$ cat src/rtl/regfile_sequencer_if.sv
// Command handshake plus register-file port bundle between requester, sequencer and register file.
interface regfile_sequencer_if #(
   parameter int DATA_BUS_WIDTH = 8
);
   logic                      cmd_valid;
   logic                      cmd_ready;
   logic [1:0]                cmd_op;
   logic [1:0]                cmd_a;
   logic [1:0]                cmd_b;
   logic [DATA_BUS_WIDTH-1:0] cmd_imm;
   logic                      busy;
   logic                      done;
   logic                      rf_we;
   logic [1:0]                rf_in_sel;
   logic [DATA_BUS_WIDTH-1:0] rf_data_in;
   logic [1:0]                rf_1_sel;
   logic [1:0]                rf_2_sel;
   logic [DATA_BUS_WIDTH-1:0] rf_1_out;
   logic [DATA_BUS_WIDTH-1:0] rf_2_out;

   modport slave (
      input  cmd_valid, cmd_op, cmd_a, cmd_b, cmd_imm, rf_1_out, rf_2_out,
      output cmd_ready, busy, done, rf_we, rf_in_sel, rf_data_in, rf_1_sel, rf_2_sel
   );

   modport master (
      output cmd_valid, cmd_op, cmd_a, cmd_b, cmd_imm, rf_1_out, rf_2_out,
      input  cmd_ready, busy, done, rf_we, rf_in_sel, rf_data_in, rf_1_sel, rf_2_sel
   );
endinterface

$ cat src/rtl/regfile_sequencer.sv
// Multi-cycle LOAD/COPY/SWAP/CLEAR_ALL sequencer driving a 4-entry register file
// whose write port captures on the negedge of the cycle the write fields are decoded.
module regfile_sequencer #(
   parameter int DATA_BUS_WIDTH = 8
) (
   input  logic               clock,
   input  logic               reset,
   regfile_sequencer_if.slave bus
);
   localparam logic [1:0] OP_LOAD = 2'd0;
   localparam logic [1:0] OP_COPY = 2'd1;
   localparam logic [1:0] OP_SWAP = 2'd2;
   localparam logic [1:0] OP_CLR  = 2'd3;

   typedef enum logic [2:0] {
      S_IDLE, S_WR_ONE, S_SW_RD, S_SW_WA, S_SW_WB, S_CLR
   } state_t;

   state_t                    r_state;
   logic                      r_done;
   logic [DATA_BUS_WIDTH-1:0] r_temp;
   logic [1:0]                r_cnt;
   logic [1:0]                r_op;
   logic [1:0]                r_a;
   logic [1:0]                r_b;
   logic [DATA_BUS_WIDTH-1:0] r_imm;

   logic                      w_we;
   logic [1:0]                w_in_sel;
   logic [DATA_BUS_WIDTH-1:0] w_data;
   logic [1:0]                w_1_sel;
   logic [1:0]                w_2_sel;

   always_ff @(posedge clock or negedge reset) begin
      if (!reset) begin
         r_state <= S_IDLE;
         r_done  <= 1'b0;
         r_temp  <= '0;
         r_cnt   <= 2'd0;
         r_op    <= 2'd0;
         r_a     <= 2'd0;
         r_b     <= 2'd0;
         r_imm   <= '0;
      end else begin
         r_done <= 1'b0;
         case (r_state)
            S_IDLE: begin
               if (bus.cmd_valid) begin
                  r_op  <= bus.cmd_op;
                  r_a   <= bus.cmd_a;
                  r_b   <= bus.cmd_b;
                  r_imm <= bus.cmd_imm;
                  case (bus.cmd_op)
                     OP_LOAD, OP_COPY: r_state <= S_WR_ONE;
                     OP_SWAP:          r_state <= S_SW_RD;
                     default: begin
                        r_cnt   <= 2'd0;
                        r_state <= S_CLR;
                     end
                  endcase
               end
            end
            S_WR_ONE: begin
               r_state <= S_IDLE;
               r_done  <= 1'b1;
            end
            S_SW_RD: begin
               r_temp  <= bus.rf_1_out;
               r_state <= S_SW_WA;
            end
            S_SW_WA: r_state <= S_SW_WB;
            S_SW_WB: begin
               r_state <= S_IDLE;
               r_done  <= 1'b1;
            end
            S_CLR: begin
               // Index 3 is the last write; leave instead of wrapping to 0.
               if (r_cnt == 2'd3) begin
                  r_cnt   <= 2'd0;
                  r_state <= S_IDLE;
                  r_done  <= 1'b1;
               end else begin
                  r_cnt <= r_cnt + 2'd1;
               end
            end
            default: r_state <= S_IDLE;
         endcase
      end
   end

   // Write fields decode straight from state so the file captures mid-cycle.
   always_comb begin
      w_we     = 1'b0;
      w_in_sel = 2'd0;
      w_data   = '0;
      w_1_sel  = 2'd0;
      w_2_sel  = 2'd0;
      case (r_state)
         S_WR_ONE: begin
            w_we     = 1'b1;
            w_in_sel = r_a;
            if (r_op == OP_COPY) begin
               w_1_sel = r_b;
               w_data  = bus.rf_1_out;
            end else begin
               w_data  = r_imm;
            end
         end
         S_SW_RD: w_1_sel = r_a;
         S_SW_WA: begin
            w_we     = 1'b1;
            w_in_sel = r_a;
            w_2_sel  = r_b;
            w_data   = bus.rf_2_out;
         end
         S_SW_WB: begin
            w_we     = 1'b1;
            w_in_sel = r_b;
            w_data   = r_temp;
         end
         S_CLR: begin
            w_we     = 1'b1;
            w_in_sel = r_cnt;
         end
         default: ;
      endcase
   end

   assign bus.cmd_ready  = (r_state == S_IDLE);
   assign bus.busy       = (r_state != S_IDLE);
   assign bus.done       = r_done;
   assign bus.rf_we      = w_we;
   assign bus.rf_in_sel  = w_in_sel;
   assign bus.rf_data_in = w_data;
   assign bus.rf_1_sel   = w_1_sel;
   assign bus.rf_2_sel   = w_2_sel;
endmodule

$ cat src/flat_wrapper.sv
// flat-port wrapper written by rule: the top's interface ports become plain ports
module regfile_sequencer_flat 
#(
   parameter int DATA_BUS_WIDTH = 8
)
  (clock, reset, bus_cmd_valid, bus_cmd_op, bus_cmd_a, bus_cmd_b, bus_cmd_imm, bus_rf_1_out, bus_rf_2_out, bus_cmd_ready, bus_busy, bus_done, bus_rf_we, bus_rf_in_sel, bus_rf_data_in, bus_rf_1_sel, bus_rf_2_sel);
  regfile_sequencer_if #(.DATA_BUS_WIDTH(DATA_BUS_WIDTH)) bus_i ();
  input  logic clock;
  input  logic reset;
  input wire logic [$bits(bus_i.cmd_valid)-1:0] bus_cmd_valid;
  input wire logic [$bits(bus_i.cmd_op)-1:0] bus_cmd_op;
  input wire logic [$bits(bus_i.cmd_a)-1:0] bus_cmd_a;
  input wire logic [$bits(bus_i.cmd_b)-1:0] bus_cmd_b;
  input wire logic [$bits(bus_i.cmd_imm)-1:0] bus_cmd_imm;
  input wire logic [$bits(bus_i.rf_1_out)-1:0] bus_rf_1_out;
  input wire logic [$bits(bus_i.rf_2_out)-1:0] bus_rf_2_out;
  output wire logic [$bits(bus_i.cmd_ready)-1:0] bus_cmd_ready;
  output wire logic [$bits(bus_i.busy)-1:0] bus_busy;
  output wire logic [$bits(bus_i.done)-1:0] bus_done;
  output wire logic [$bits(bus_i.rf_we)-1:0] bus_rf_we;
  output wire logic [$bits(bus_i.rf_in_sel)-1:0] bus_rf_in_sel;
  output wire logic [$bits(bus_i.rf_data_in)-1:0] bus_rf_data_in;
  output wire logic [$bits(bus_i.rf_1_sel)-1:0] bus_rf_1_sel;
  output wire logic [$bits(bus_i.rf_2_sel)-1:0] bus_rf_2_sel;
  assign bus_i.cmd_valid = bus_cmd_valid;
  assign bus_i.cmd_op = bus_cmd_op;
  assign bus_i.cmd_a = bus_cmd_a;
  assign bus_i.cmd_b = bus_cmd_b;
  assign bus_i.cmd_imm = bus_cmd_imm;
  assign bus_i.rf_1_out = bus_rf_1_out;
  assign bus_i.rf_2_out = bus_rf_2_out;
  assign bus_cmd_ready = bus_i.cmd_ready;
  assign bus_busy = bus_i.busy;
  assign bus_done = bus_i.done;
  assign bus_rf_we = bus_i.rf_we;
  assign bus_rf_in_sel = bus_i.rf_in_sel;
  assign bus_rf_data_in = bus_i.rf_data_in;
  assign bus_rf_1_sel = bus_i.rf_1_sel;
  assign bus_rf_2_sel = bus_i.rf_2_sel;
  regfile_sequencer #(.DATA_BUS_WIDTH(DATA_BUS_WIDTH)) u_core (.clock(clock), .reset(reset), .bus(bus_i));
endmodule
$ cat config.mk
export PLATFORM = sky130hd
export DESIGN_NAME = regfile_sequencer_flat
export DESIGN_NICKNAME = d
export VERILOG_FILES = /design/src/rtl/regfile_sequencer_if.sv /design/src/rtl/regfile_sequencer.sv /design/src/flat_wrapper.sv
export SDC_FILE = /design/constraint.sdc
export NUM_CORES = 1
export LEC_CHECK = 0
export BUFFER_PORTS_ARGS = -buffer_cell sky130_fd_sc_hd__clkbuf_2
export CAP_MARGIN = 20
export CORE_MARGIN = 2
export CORE_UTILIZATION = 36
export DETAILED_ROUTE_END_ITERATION = 7
export GPL_TIMING_DRIVEN = 0
export PLACE_DENSITY = 0.67
export SYNTH_ARGS = -nofsm -noshare
export SYNTH_HDL_FRONTEND = slang
export SYNTH_SLANG_ARGS = --single-unit
$ cat constraint.sdc
create_clock -name clock -period 1.3 [get_ports clock]
set_input_delay 0.26 -clock clock [delete_from_list [all_inputs] [get_ports clock]]
set_output_delay 0.26 -clock clock [all_outputs]
set_load 0.03 [all_outputs]
**Yosys cells after proc, flatten, opt, wreduce, memory -nomap -nowiden**

Index checks and enable logic that the tools add are counted.

- Register bits after elaboration: 28
- Latch bits: 0
- RAM bits: 0
- Memory bits (read-only): 0
- Input port bits: 33
- Output and inout bits: 18
- Word-level logic and storage cells: 50
- Memories: 0

- Add/subtract/negate cells: 1
- $mul: 0
- Div/mod/pow operators: 0
- $lt $le $gt $ge: 0
- Eq/ne operators: 12
- Shift operators: 0
- Mux-type cells: 17
- Bitwise gates (word level): 0
- Reductions and logical operators: 12

Operators with widths:

| kind | number |
|---|---|
| 8-bit one-hot mux with 3 select lines | 1 |
| 3-bit one-hot mux with 4 select lines | 1 |
| 2-bit two-way mux | 5 |
| 8-bit two-way mux | 1 |
| 2-bit one-hot mux with 2 select lines | 2 |
| 3-bit by 2-bit == test with 1-bit output (second input constant) | 2 |
| 3-bit == test (second input constant) | 2 |
| 3-bit two-way mux | 2 |
| 2-bit one-hot mux with 3 select lines | 1 |
| 3-bit one-hot mux with 2 select lines | 1 |
| 2-bit OR reduction | 3 |
| 2-bit by 1-bit == test with 1-bit output (second input constant) | 2 |
| 2-bit == test (second input constant) | 2 |
| 2-bit != test (second input constant) | 2 |
| 2-bit AND reduction | 2 |
| 4-bit OR reduction | 1 |
| 3-bit by 1-bit == test with 1-bit output (second input constant) | 1 |
| 3-bit logical NOT | 1 |
| 3-bit AND reduction | 1 |
| 3-bit nonzero test | 1 |
| 3-bit OR reduction | 1 |
| 2-bit by 1-bit adder with 2-bit output (second input constant) | 1 |
| 2-bit logical NOT | 1 |
| 1-bit two-way mux | 2 |
| 3 further kinds | 3 |

**Longest topological paths before layout**

- Depth in word-level cells: 5
- Gate-level depth with buffers: 6
- Gate-level depth less buffers: 4

**Least setup slack after synthesis**

No wires, ideal clock.

- Path kind: register -> output
- Start point: register u_core.r_op[0]
- End point: output port bus_rf_data_in[4]
- Data arrival time: 1.482 ns
- Required time: 1.040 ns
- Path slack: -0.442 ns
- Stages on the path, launching flop included: 5
- Buffers on the path: 1
- Path through: dfrtp_1 -> nor2b_1 -> buf_2 -> mux2i_1 -> o21ai_0

- Word-level cells in the longest chain between the ends: 3

RTL lines:

| what | line | RTL |
|---|---|---|
| start: declaration | regfile_sequencer.sv:23 | `logic [1:0] r_op;` |
| start signal: assignment | regfile_sequencer.sv:49 | `r_op <= bus.cmd_op;` |
| 2-bit by 1-bit == test with 1-bit output | regfile_sequencer.sv:102 | `if (r_op == OP_COPY) begin` |
| 8-bit two-way mux | regfile_sequencer.sv:102 |  |
| 8-bit one-hot mux with 3 select lines | regfile_sequencer.sv:98 | `case (r_state)` |
| end: declaration | flat_wrapper.sv:22 | `output wire logic [$bits(bus_i.rf_data_in)-1:0] bus_rf_data_in;` |

Every way passes these cells.

**Worst setup path in the final report**

- Start point: register u_core.r_op[1]
- End point: output port bus_rf_data_in[1]

The elaborated chain is that of the path after synthesis.

==> run summary <==
area of placed instances: 1960 um^2
Worst Setup Start Kind: flop
final number of max-transition violations: 0
Routability Congestion: 0.793
transition time of the tightest slew-check pin: 0.732 ns
Final HPWL DP: 2690 um
Critical Path RT: 1.04 ns
relative slew slack: 51.2%
outcome: finished, violations left
Reg2Reg Setup Slack: -0.48 ns
adder-cell share of the synthesized area: 0.791%
yosys synthesis warning count: 0
Crit Path Max Fanout: 8
non-filler instance count after layout: 258
Largest stage delay, worst path: 0.44 ns
wirelength, routed: 4690 um
antenna fix cells: 0
sequential group share of total power: 21.8%
FF-to-FF Start: u_core.r_state[0]
count of buffering cells on the critical path with inverters included: 2
depth of the worst register-to-register path: 8
final-layout setup total negative slack: -17.28 ns
width of the die: 70.3 um
reported net switching power: 3050 uW
drt wl/cell: 18.2 um
total count of hold-check failures in the final report: 0
gate count of the mapped netlist: 129
Leakage: 0.00124 uW
Internal Power: 4550 uW
mean number of vias per cell: 5.43
Detail Route Antenna Nets: 0
DIE HEIGHT: 70.3 um
total nets after synthesis: 163
TritonCTS buffer count: 3
CTS H-tree lvls: 1
maximum achievable frequency: 525 MHz
dominant cell type by area after synthesis: sky130_fd_sc_hd__dfrtp_1
critical path capture point type: primary output
Switching Share: 40.2%
detailed router's first-iteration violation count: 124
post-synthesis cell type count: 32
area fraction in compound gates after synthesis: 14.8%
number of flops mapped to enable cells by yosys: 0
simple-gate portion of the synthesized area: 11.1%
combinational cell fraction of total power: 70.8%
number of cells in the design after placement: 231
cell area after synthesis: 1580 um^2
sequence of cells on the critical path: nor2b_1, buf_4, mux2i_1, o21ai_2, clkbuf_8
Reg2Reg Capture Point: u_core.r_op[0]
overall overflow remaining after global route: 0
worst hold path type: input pin to async pin
XOR/XNOR Fraction of Synth Area: 0%
number of port buffers: 50
syn avg cell area: 12.3 um^2
worst clock skew: 0.00185 ns
setup repair after global routing missed its margin: true
vias in the first global route: 1509
cell family with most CP delay: flip-flops
antenna violations before repair: 0
relative area change from synthesis to final layout: 69.4%
count of vias placed by the detailed router: 1401
global router's overall resource usage: 19.4%
failing checks: negative setup slack
starting density of the core: 36.8%
Data arrival, critical path: 1.65 ns
area share of the largest cell type after synthesis: 44.3%
number of inserted filler cells in the final layout: 328
Stages on worst setup path: 5
ranking of synthesized cells by area: sky130_fd_sc_hd__dfrtp_1 44%, sky130_fd_sc_hd__mux2_4 9.5%, sky130_fd_sc_hd__mux2_2 7.8%
final setup fails: 42
worst-case setup slack after placement: -0.653 ns
clk_lat worst skew: 0.28 ns
share of final-layout standard cells stronger than drive strength 1: 71.8%
clock-pin transition on the worst setup and hold timing paths: 0.10 ns
CTS tree: built
PwrDens: 2840 nW/um^2
largest net degree at the start of global routing: 29
shortest period the worst path allows: 1.91 ns
detailed-router iteration count before antenna repair: 6
area enclosed by the die boundary: 4940 um^2
final critical-path share of the clock period: 147%
Final Net Count: 241
max-cap check violation count: 0
post-synthesis register bit count: 28
worst supply voltage drop on vdd: 1.35 mV
Slowest cell on crit path: sky130_fd_sc_hd__dfrtp_1
global-route wire length before repair: 7520 um
fraction of power consumed by the clock network: 7.4%
fraction of registers with async set or reset after synthesis: 100%
I/O pin count: 51
sequential area share after synthesis: 44.3%
multiplexer fraction of the synthesized cell area: 23.7%
clk root buf: sky130_fd_sc_hd__clkbuf_8
utilization after layout: 62.4%
dominant combinational cell family by area after synthesis: multiplexers
dominant register cell in the synthesized netlist: sky130_fd_sc_hd__dfrtp_1
clock tree sinks: 28
maximum number of buffers from clock root to sink: 2
Post-route DRC: 0
classification of the worst setup path: flop to primary output
Non-Filler Cell Area, Final: 2680 um^2
crit path setup slack, layout: -0.606 ns
placeable core area: 4290 um^2
number of rows created at floorplan: 24
-- worst register-to-register path, stage by stage, from the launching register on --
cell and delay [ns]:
sky130_fd_sc_hd__dfrtp_1 0.39, sky130_fd_sc_hd__buf_6 0.14, sky130_fd_sc_hd__buf_6 0.11, sky130_fd_sc_hd__buf_6 0.11, sky130_fd_sc_hd__nor3_4 0.19, sky130_fd_sc_hd__and2_4 0.21, sky130_fd_sc_hd__buf_12 0.11, sky130_fd_sc_hd__buf_16 0.12
sky130_fd_sc_hd__mux2_4 0.30
-- logic make-up after synthesis --
logic type      count (synthesis)
compound gates                 32
fa+ha+maj                       1
buf+inv                        12
flops                          28
mux                            31
simple gates                   25
-- Yosys cell counts (2+ instances only) --
cell and n:
sky130_fd_sc_hd__nor2b_1 4, sky130_fd_sc_hd__a22o_1 9, sky130_fd_sc_hd__buf_2 3, sky130_fd_sc_hd__mux2i_1 9
sky130_fd_sc_hd__clkbuf_1 2, sky130_fd_sc_hd__mux2_4 10, sky130_fd_sc_hd__nor3_4 2, sky130_fd_sc_hd__o21ai_0 9
sky130_fd_sc_hd__inv_1 2, sky130_fd_sc_hd__nand2_1 3, sky130_fd_sc_hd__a21oi_1 2, sky130_fd_sc_hd__nor2_1 5
sky130_fd_sc_hd__buf_6 2, sky130_fd_sc_hd__nor3b_1 3, sky130_fd_sc_hd__mux2_2 11, sky130_fd_sc_hd__a32oi_1 9
sky130_fd_sc_hd__dfrtp_1 28, sky130_fd_sc_hd__and3_1 2
-- cell usage in the layout, fill, tap and decap left out, drive strengths merged, types with 3 or more instances in the layout --
cell type	synthesis	final
nor2b	4	4
nor2	5	5
buf	7	40
clkbuf	2	46
nor3	3	3
dfrtp	28	28
nand2	3	3
a22o	9	9
mux2i	9	9
mux2	22	22
a32oi	9	9
nor3b	4	4
o21ai	9	9
-- power groups by stage --
stage,Clock [uW],Sequential [uW],Combinational (uW)
floorplan,0,1560,2640
global placement,0,1610,3270
detailed placement,0,1630,3320
CTS,558,1630,4910
global route,593,1720,5660
finish,559,1660,5380
-- through the flow --
step / total power (uW) / hold slack [ns]
floorplan: 4200 / -0.0356
global placement: 4880 / 0.343
detailed placement: 4940 / 0.356
CTS: 7100 / 0.0505
global route: 7970 / 0.0699
finish: 7600 / 0.0197
-- registers in the layout, indices dropped and copies added, names as in the netlist --
name,cells
u_core.r_b,2
u_core.r_cnt,2
u_core.r_temp,8
u_core.bus.done,1
u_core.r_state,3
u_core.r_a,2
u_core.r_op,2
u_core.r_imm,8
-- cell type report --
type | count | area, um^2 | area share [%]
Timing Repair Buffer | 74 | 691 | 25.8
Clock buffer | 4 | 55.1 | 2.06
Sequential cell | 28 | 702 | 26.2
Buffer | 8 | 103 | 3.83
Multi-Input combinational cell | 89 | 1050 | 39.1
Tap cell | 52 | 65.1 | 2.43
Inverter | 3 | 15.0 | 0.560
-- worst max-delay path by stage --
stage,startpoint,to,slack (ns)
4_1_cts,u_core.r_state[0],bus_rf_data_in[3],-0.54
5_1_grt,u_core.r_op[1],bus_rf_data_in[1],-0.65
2_1_floorplan,u_core.r_state[1],u_core.r_a[0],-0.36
3_3_place_gp,u_core.r_state[1],bus_rf_data_in[3],-0.63
3_5_place_dp,u_core.r_state[1],bus_rf_data_in[3],-0.65
6_report,u_core.r_op[1],bus_rf_data_in[1],-0.61
-- layer usage --
metal,vias to the layer above,part of all wire (%),global-route usage (%)
li1,649,-,-
met1,710,41,23.7
met2,35,54,34.7
met3,7,3.1,1.73
met4,0,1.7,8.12
met5,-,0,0
-- repair_timing --
item                                    4_1_cts  5_1_grt
setup buffers                                16        8
resized for setup                            89       30
pin swaps                                    16       10
cloned                                        2        0
hold endpoints to repair                      0        0
hold buffers                                  0        0
endpoints found under the setup margin       43       43
Power figures use the tool's default switching activity.
